===== src/rtl/arm_serial_out_buffer.sv =====
// Parallel-to-serial output buffer: latches {A,D} on Go and shifts it out MSB-first
// on OutD, with a one-cycle-wide strobe on OutC for every bit.
module arm_serial_out_buffer #(
  parameter int ADDR_W = 7,
  parameter int DATA_W = 8
) (
  output logic              OutD,
  output logic              OutC,
  input  logic [DATA_W-1:0] D,
  input  logic [ADDR_W-1:0] A,
  input  logic              Go,
  input  logic              clk_in,
  input  logic              reset_n
);

  localparam int FRAME_BITS = ADDR_W + DATA_W;
  localparam int CNT_W      = $clog2(FRAME_BITS);
  localparam logic [CNT_W-1:0] LAST_BIT = CNT_W'(FRAME_BITS - 1);

  typedef enum logic [1:0] {IDLE, LOW, HIGH} state_t;

  state_t                  state, state_nxt;
  logic [FRAME_BITS-1:0]   shreg, shreg_nxt;
  logic [CNT_W-1:0]        bitcnt, bitcnt_nxt;

  // reset_n is active-high despite its name.
  always_ff @(posedge clk_in) begin
    if (reset_n) begin
      state  <= IDLE;
      shreg  <= '0;
      bitcnt <= '0;
      OutD   <= 1'b0;
      OutC   <= 1'b0;
    end else begin
      state  <= state_nxt;
      shreg  <= shreg_nxt;
      bitcnt <= bitcnt_nxt;
      // Outputs are registered from the next state so they line up with it.
      OutD   <= (state_nxt != IDLE) & shreg_nxt[FRAME_BITS-1];
      OutC   <= (state_nxt == HIGH);
    end
  end

  always_comb begin
    state_nxt  = state;
    shreg_nxt  = shreg;
    bitcnt_nxt = bitcnt;
    case (state)
      IDLE: begin
        if (Go) begin
          shreg_nxt  = {A, D};
          bitcnt_nxt = '0;
          state_nxt  = LOW;
        end
      end
      LOW:  state_nxt = HIGH;
      HIGH: begin
        if (bitcnt == LAST_BIT) begin
          state_nxt = IDLE;
        end else begin
          shreg_nxt  = {shreg[FRAME_BITS-2:0], 1'b0};
          bitcnt_nxt = bitcnt + 1'b1;
          state_nxt  = LOW;
        end
      end
      default: state_nxt = IDLE;
    endcase
  end

endmodule


===== config.mk =====
export PLATFORM = sky130hd
export DESIGN_NAME = arm_serial_out_buffer
export DESIGN_NICKNAME = d
export VERILOG_FILES = /design/src/rtl/arm_serial_out_buffer.sv
export SDC_FILE = /design/constraint.sdc
export NUM_CORES = 1
export LEC_CHECK = 0
export CELL_PAD_IN_SITES_DETAIL_PLACEMENT = 0
export CELL_PAD_IN_SITES_GLOBAL_PLACEMENT = 1
export CORE_UTILIZATION = 30
export DETAILED_ROUTE_END_ITERATION = 16
export PLACE_DENSITY_LB_ADDON = 0.1
export SLEW_MARGIN = 20
export SYNTH_ARGS = -nofsm -noshare
export SYNTH_HDL_FRONTEND = slang
export SYNTH_SLANG_ARGS = --single-unit

===== constraint.sdc =====
create_clock -name clk_in -period 3.4 [get_ports clk_in]
set_input_delay 0.68 -clock clk_in [delete_from_list [all_inputs] [get_ports clk_in]]
set_output_delay 0.68 -clock clk_in [all_outputs]
set_load 0.01 [all_outputs]

==> results of run 1 <==
==> layout make-up <==
| cell class | count | area share [%] |
|---|---|---|
| Clock buffer | 4 | 2.797 |
| Inverter | 2 | 0.5786 |
| Multi-Input combinational cell | 79 | 41.85 |
| Sequential cell | 22 | 33.94 |
| Tap cell | 46 | 4.436 |
| Timing Repair Buffer | 22 | 16.39 |
==> report_power, final <==
part	internal (mW)	total (mW)	switching, mW
clock network	0.0653	0.147	0.0813
registers	0.272	0.283	0.0112
logic	0.0406	0.0744	0.0338
total	0.378	0.504	0.126
==> how the worst min path moves through the flow <==
stage,start,endpoint,cells past startpoint,slack [ps]
after detailed placement,shreg[4]$_SDFFE_PP0P_,shreg[4]$_SDFFE_PP0P_,2,470
after global placement,shreg[2]$_SDFFE_PP0P_,shreg[2]$_SDFFE_PP0P_,2,470
after floorplan,shreg[1]$_SDFFE_PP0P_,shreg[1]$_SDFFE_PP0P_,2,450
after CTS,shreg[4]$_SDFFE_PP0P_,shreg[4]$_SDFFE_PP0P_,2,490
final,shreg[12]$_SDFFE_PP0P_,shreg[12]$_SDFFE_PP0P_,2,490
after global routing,shreg[4]$_SDFFE_PP0P_,shreg[4]$_SDFFE_PP0P_,2,510
==> placed cells by master, fill, tap and decap left out, types with 2 or more instances in the layout <==
master           count
ha_1                 2
nor3b_1              2
inv_1                2
or3_1                3
a21oi_1             17
a32oi_1             13
clkbuf_4             3
o21ai_0              5
nand3_1              5
nand3b_1             2
o211ai_1             2
clkdlybuf4s50_1     19
buf_4                3
nor3_1               2
dfxtp_1             22
mux2i_1              2
o21ai_1              9
==> synthesized netlist by cell type, drive strengths merged (3+ instances only) <==
cell	number	area share (%)
a32oi	13	11
clkbuf	3	1.1
o21ai	14	6.7
buf	7	4.6
nand3	6	3.3
dfxtp	22	42
a21oi	17	8.1
or3	3	1.8
nor3b	3	3.2
==> cells by family (layout without fill, tap and decap cells) <==
kind of cell               count (synthesis)  after routing  synth area share [%]
and+or+nand+nor                           24             24                 15.83
muxes                                      3              3                 2.976
buffers and inverters                     12             28                 6.428
AOI/OAI and AO/OA                         50             50                 30.48
DFF                                       22             22                 41.90
adders and majority gates                  2              2                 2.381
==> routing by layer <==
layer / vias to the layer above / track usage, %
met2: 21 / 23.76
met3: 2 / 2.521
li1: 471 / -
met1: 435 / 18.15
met4: 0 / 4.870
met5: - / 0
==> registers in the layout, indices dropped and copies added, names as in the netlist <==
| signal | cells |
|---|---|
| state | 1 |
| OutD | 1 |
| OutC | 1 |
| bitcnt | 4 |
| shreg | 15 |
==> impl_metrics.tcl, run 1 <==
set metrics [dict create \
    status "finished clean" \
    die_x_um 61.19 \
    cts_buffer_depth 2 \
    vias_per_cell 5.309 \
    cts_max_level 1 \
    synth_edf_count 0 \
    finalSetupViolCount 0 \
    maxCapViolCount 0 \
    nets 150 \
    highest_layer "met4" \
    cts_tree "built" \
    met3_wirelength_um 120 \
    antenna_found_initial 0 \
    crit_fanout 13 \
    synthCells 113 \
    overflow 0 \
    floorplan.rows 21 \
    yosysSeqAreaShare_pct 41.90 \
    worst_pin_slew_ps 646.8 \
    crit_chain "clkdlybuf4s50_1" \
    initial_core_util_pct 31.50 \
    hold_slack_ps 492.2 \
    multi_input_area_um2 543.0 \
    grtUsageTotal_pct 14.11 \
    cp.required_ps 2720 \
    insertedDiodeCount 0 \
    grt_first_pass_wirelength_um 3877 \
    ctsRootBufferMaster "clkbuf_4" \
    die_area_mm2 0.003744 \
    place_hpwl_um 1569 \
    num-fill-cells 372 \
    grt_max_degree 24 \
    layout-drive-gt1-share_pct 8.527 \
    seq_area_um2 440.4 \
    port-buffer-count 19 \
    synth_nets 133 \
    wl_met2_um 1111 \
    skew_ps 5.932 \
    place_congestion 0.7298 \
    final_area_mm2 0.001297 \
    peakVddDrop_mv 0.1584 \
    crit_type "reg2out" \
    clk_latency_ps 310 \
    arrival_ps 1570 \
    rsz0062_at_grt "false" \
    synth_seq_cells 22 \
    core_area_mm2 0.003337 \
    crit_slowest_cell "dfxtp_1" \
    fin_cells 175 \
    async_reset_ff_share_pct 0 \
    boundaryPins 20 \
    slew_violations 0 \
    startpoint "OutC$_SDFF_PP0_" \
    finalSetupTns_ps 0 \
    leakagePower_nw 0.4261 \
    finalCriticalPeriod_ps 2250 \
    hold_violations 0 \
    dpl_cell_area_mm2 0.001261 \
    cts_num_sinks 22 \
    avgSynthCellArea_um2 9.301 \
    rrSetupSlack_ps 1550 \
    numCtsBuffers 3 \
    clk_pin_slew_ps 130 \
    post_cts_resized 0 \
    yosysUniqueCellTypes 33 \
    cp.depth 1 \
    p_total_uw 504.3 \
    fin_crit_sh_pct 66.19 \
    slew_headroom_pct 56.83 \
    routed_wirelength_um 2439 \
    critPathCaptureType "primary output" \
    drc 0 \
    fmax_mhz 444.4 \
    post-place-cells 171 \
    synth_area_mm2 0.001051 \
    area_delta_synth_final_pct 23.45 \
    synth_ff_type "dfxtp_1" \
    critical_path_buf_inv_count 1 \
    endpoint "OutC" \
    crit_family "flip-flops" \
    final_util_pct 38.88 \
    die_y_um 61.19 \
    pre_cts_slack_ps 1179 \
    post_drt_wl_per_cell_um 13.94 \
    grt_pass1_vias 842 \
    first_pass_iters 4 \
    r2r_end "bitcnt[2]$_SDFFE_PP0P_" \
    wl_met1_um 1188 \
    finalWorstSetupSlack_ps 1150 \
    pwr_density_cell_mw_per_mm2 388.7 \
    drt-initial-drc-count 47 \
    hold_buffers 0 \
    vias 929 \
    ys_warn_count 0 \
    worst_setup_path_start_kind "flop" \
    r2r_start "OutC$_SDFF_PP0_" \
    cp_slowest_stage_delay_ps 640 \
    final_antenna_net_count 0 \
    rr_worst_depth 4 \
    min-delay-path-class "reg2reg" \
    post_cts_buffers 0 \
]
(Power assumes the default switching activity.)
==> inputs of run 2 (changes only) <==
- clock period: 3.4 -> 1.85 ns (I/O delays scaled with it)
==> impl_metrics.tcl, run 2 (synthesis results as in run 1) <==
set metrics [dict create \
    post_drt_wl_per_cell_um 14.51 \
    slew_violations 0 \
    crit_type "reg2out" \
    crit_fanout 5 \
    cts_max_level 1 \
    die_area_mm2 0.003744 \
    initial_core_util_pct 31.50 \
    critical_path_buf_inv_count 1 \
    clk_latency_ps 310 \
    nets 155 \
    pwr-share-clk_pct 28.7 \
    final_cell_mix "dfxtp_1 (22), clkdlybuf4s50_1 (19), a21oi_1 (17)" \
    maxCapViolCount 0 \
    hold_buffers 0 \
    antenna_found_initial 0 \
    layout-drive-gt1-share_pct 11.94 \
    place_congestion 0.7726 \
    endpoint "OutC" \
    finalSetupViolCount 0 \
    p_total_uw 933.3 \
    p_sw_share_pct 24.96 \
    regMostFlops "shreg" \
    clk_pin_slew_ps 130 \
    core_area_mm2 0.003337 \
    worst_pin_slew_ps 351.3 \
    crit_family "buffers and inverters" \
    post_cts_buffers 0 \
    cts_buffer_depth 2 \
    fin_crit_sh_pct 90.89 \
    port-buffer-count 19 \
    post-place-cells 176 \
    drc 0 \
    r2r_start "bitcnt[0]$_SDFFE_PP0P_" \
    finalCriticalPeriod_ps 1681 \
    cp.depth 1 \
    status "finished clean" \
    post_cts_resized 0 \
    skew_ps 8.703 \
    hold_slack_ps 483.6 \
    hold_violations 0 \
    routed_wirelength_um 2612 \
    cp.required_ps 1480 \
    drt-initial-drc-count 40 \
    grt_pass1_vias 903 \
    reg.largest.list "shreg (15), bitcnt (4)" \
    cts_tree "built" \
    crit_chain "clkdlybuf4s50_1" \
    vias_per_cell 5.367 \
    rrSetupSlack_ps 400 \
    leakagePower_nw 0.4510 \
    final_antenna_net_count 0 \
    overflow 0 \
    min-delay-path-class "reg2reg" \
    area_delta_synth_final_pct 27.02 \
    crit_slowest_cell "clkdlybuf4s50_1" \
    fin_cells 180 \
    rr_worst_depth 6 \
    seqPwrFrac_pct 55.5 \
    finalSetupTns_ps 0 \
    power_switching_uw 232.9 \
    rsz0062_at_grt "false" \
    boundaryPins 20 \
    place_hpwl_um 1810 \
    grtUsageTotal_pct 15.82 \
    slew_headroom_pct 76.55 \
    worst_setup_path_start_kind "flop" \
    largest_reg_flops 15 \
    fmax_mhz 594.7 \
    p_int_uw 700.4 \
    peakVddDrop_mv 0.3039 \
    cp_slowest_stage_delay_ps 570 \
    vias 966 \
    ctsRootBufferMaster "clkbuf_4" \
    grt_first_pass_wirelength_um 4360 \
    floorplan.rows 21 \
    grt_max_degree 17 \
    first_pass_iters 4 \
    critPathCaptureType "primary output" \
    r2r_end "shreg[5]$_SDFFE_PP0P_" \
    cts_num_sinks 22 \
    comb_power_share_pct 15.8 \
    numCtsBuffers 3 \
    insertedDiodeCount 0 \
    die_y_um 61.19 \
    startpoint "OutC$_SDFF_PP0_" \
    final_common_cell "dfxtp_1" \
    final_util_pct 40.01 \
    pwr_density_cell_mw_per_mm2 699.1 \
    die_x_um 61.19 \
    arrival_ps 1310 \
]
run 2: changes by cell type in the layout (fill, tap and decap cells not counted), sizes merged:
cell	delta
buf	+5
run 2: power by group through the flow:
stage | Sequential (mW) | Combinational (mW) | Clock [mW]
floorplan | 0.521 | 0.0853 | 0
global placement | 0.528 | 0.148 | 0
detailed placement | 0.529 | 0.148 | 0
CTS | 0.518 | 0.149 | 0.282
global route | 0.523 | 0.162 | 0.301
finish | 0.518 | 0.148 | 0.268
run 2: final cells by class:
class                   count  area (um^2)
clock buffers               4        36.28
fillers                   360         2002
inverters                   2        7.507
multi-input cells          79        543.0
flip-flops and latches     22        440.4
well taps                  46        57.56
repair buffers             27        250.2
run 2: worst min path at each step:
| stage | from | endpoint | slack [ps] | depth (start not counted) |
|---|---|---|---|---|
| 2_1_floorplan | shreg[1]$_SDFFE_PP0P_ | shreg[1]$_SDFFE_PP0P_ | 450 | 2 |
| 3_3_place_gp | shreg[1]$_SDFFE_PP0P_ | shreg[1]$_SDFFE_PP0P_ | 470 | 2 |
| 3_5_place_dp | shreg[2]$_SDFFE_PP0P_ | shreg[2]$_SDFFE_PP0P_ | 470 | 2 |
| 4_1_cts | shreg[2]$_SDFFE_PP0P_ | shreg[2]$_SDFFE_PP0P_ | 490 | 2 |
| 5_1_grt | shreg[8]$_SDFFE_PP0P_ | shreg[8]$_SDFFE_PP0P_ | 520 | 2 |
| 6_report | shreg[2]$_SDFFE_PP0P_ | shreg[2]$_SDFFE_PP0P_ | 480 | 2 |
run 2: stage by stage:
stage | instance area (um^2) | worst slack, ps
floorplan | 1051 | 517.8
global placement | 1299 | 181.4
detailed placement | 1299 | 158.0
CTS | 1335 | 143.8
global route | 1335 | 109.2
finish | 1335 | 168.6
run 2: per-layer routing:
metal / GRT usage, % / up-vias / share of wire [%]
li1: - / 481 / -
met1: 21.59 / 455 / 49
met2: 25.16 / 28 / 46
met3: 3.151 / 2 / 4.5
met4: 4.870 / 0 / 0.69
met5: 0 / - / 0
==> inputs of run 3 (changes only) <==
- RECOVER_POWER: unset -> 100
==> impl_metrics.tcl, run 3 (synthesis results as in run 1) <==
set metrics [dict create \
    die_area_mm2 0.003744 \
    first_pass_iters 4 \
    die_x_um 61.19 \
    slew_headroom_pct 76.62 \
    finalSetupViolCount 0 \
    final_cell_mix "dfxtp_1 (22), a21oi_1 (17), clkdlybuf4s50_1 (16)" \
    initial_core_util_pct 31.50 \
    startpoint "OutC$_SDFF_PP0_" \
    post_cts_resized 0 \
    status "finished clean" \
    worst_pin_slew_ps 350.2 \
    crit_chain "clkdlybuf4s50_1" \
    grt_max_degree 17 \
    hold_violations 0 \
    cp_slowest_stage_delay_ps 570 \
    place_congestion 0.7726 \
    ctsRootBufferMaster "clkbuf_4" \
    largest_reg_flops 15 \
    fmax_mhz 595.0 \
    cts_max_level 1 \
    grtUsageTotal_pct 15.82 \
    worst_setup_path_start_kind "flop" \
    boundaryPins 20 \
    crit_slowest_cell "clkdlybuf4s50_1" \
    die_y_um 61.19 \
    routed_wirelength_um 2619 \
    final_util_pct 39.71 \
    area_delta_synth_final_pct 26.07 \
    critPathCaptureType "primary output" \
    min-delay-path-class "reg2reg" \
    r2r_start "bitcnt[0]$_SDFFE_PP0P_" \
    vias 963 \
    critical_path_buf_inv_count 1 \
    core_area_mm2 0.003337 \
    drt-initial-drc-count 38 \
    maxCapViolCount 0 \
    crit_type "reg2out" \
    post_cts_buffers 0 \
    post-place-cells 176 \
    finalCriticalPeriod_ps 1681 \
    grt_first_pass_wirelength_um 4360 \
    crit_family "buffers and inverters" \
    multi_input_area_um2 538.0 \
    pwr_density_cell_mw_per_mm2 702.6 \
    post_drt_wl_per_cell_um 14.55 \
    antenna_found_initial 0 \
    numCtsBuffers 3 \
    arrival_ps 1310 \
    reg.largest.list "shreg (15), bitcnt (4)" \
    rsz0062_at_grt "false" \
    cts_tree "built" \
    final_area_mm2 0.001325 \
    fin_crit_sh_pct 90.85 \
    overflow 0 \
    cp.required_ps 1480 \
    port-buffer-count 19 \
    insertedDiodeCount 0 \
    nets 155 \
    skew_ps 7.718 \
    clk_pin_slew_ps 130 \
    min_from "shreg[2]$_SDFFE_PP0P_" \
    drc 0 \
    peakVddDrop_mv 0.3027 \
    leakagePower_nw 0.4523 \
    seq_area_um2 440.4 \
    slew_violations 0 \
    cts_num_sinks 22 \
    final_antenna_net_count 0 \
    finalSetupTns_ps 0 \
    regMostFlops "shreg" \
    layout-drive-gt1-share_pct 10.45 \
    clk_latency_ps 310 \
    vias_per_cell 5.350 \
    place_hpwl_um 1810 \
    hold_buffers 0 \
    cts_buffer_depth 2 \
    fin_cells 180 \
    crit_fanout 5 \
    dpl_cell_area_mm2 0.001299 \
    num-fill-cells 360 \
    grt_pass1_vias 903 \
    final_common_cell "dfxtp_1" \
    floorplan.rows 21 \
]
[run 3: layer usage]
layer | up-vias | routed length, um | track usage (%)
li1 | 480 | - | -
met1 | 456 | 1269 | 21.59
met2 | 25 | 1219 | 25.16
met3 | 2 | 112 | 3.151
met4 | 0 | 18 | 4.870
met5 | - | 0 | 0
[run 3: power breakdown]
part,internal (mW),switching (mW)
logic,0.0786,0.0660
clock network,0.120,0.149
registers,0.500,0.0178
total,0.698,0.232
[run 3: area by class of cell]
class / count / area share (%)
Timing Repair Buffer: 27 / 18.51
Sequential cell: 22 / 33.24
Clock buffer: 4 / 2.738
Inverter: 2 / 0.5666
Tap cell: 46 / 4.344
Multi-Input combinational cell: 79 / 40.60
[run 3: final timing paths]
kind	endpoint	slack, ps	cells after the start
worst max register to register	shreg[8]$_SDFFE_PP0P_	310	6
worst max-delay path	OutC	170	1
worst min register to register	shreg[2]$_SDFFE_PP0P_	480	2
worst min-delay path	shreg[2]$_SDFFE_PP0P_	480	2
[run 3: metrics by stage]
| step | total power [mW] | hold WS, ps | setup slack [ps] |
|---|---|---|---|
| global placement | 0.6760 | 466.0 | 181.4 |
| finish | 0.9310 | 483.6 | 169.3 |
| CTS | 0.9486 | 489.5 | 143.8 |
| detailed placement | 0.6764 | 471.9 | 158.0 |
| global route | 0.9818 | 514.1 | 109.2 |
| floorplan | 0.6065 | 454.4 | 517.8 |
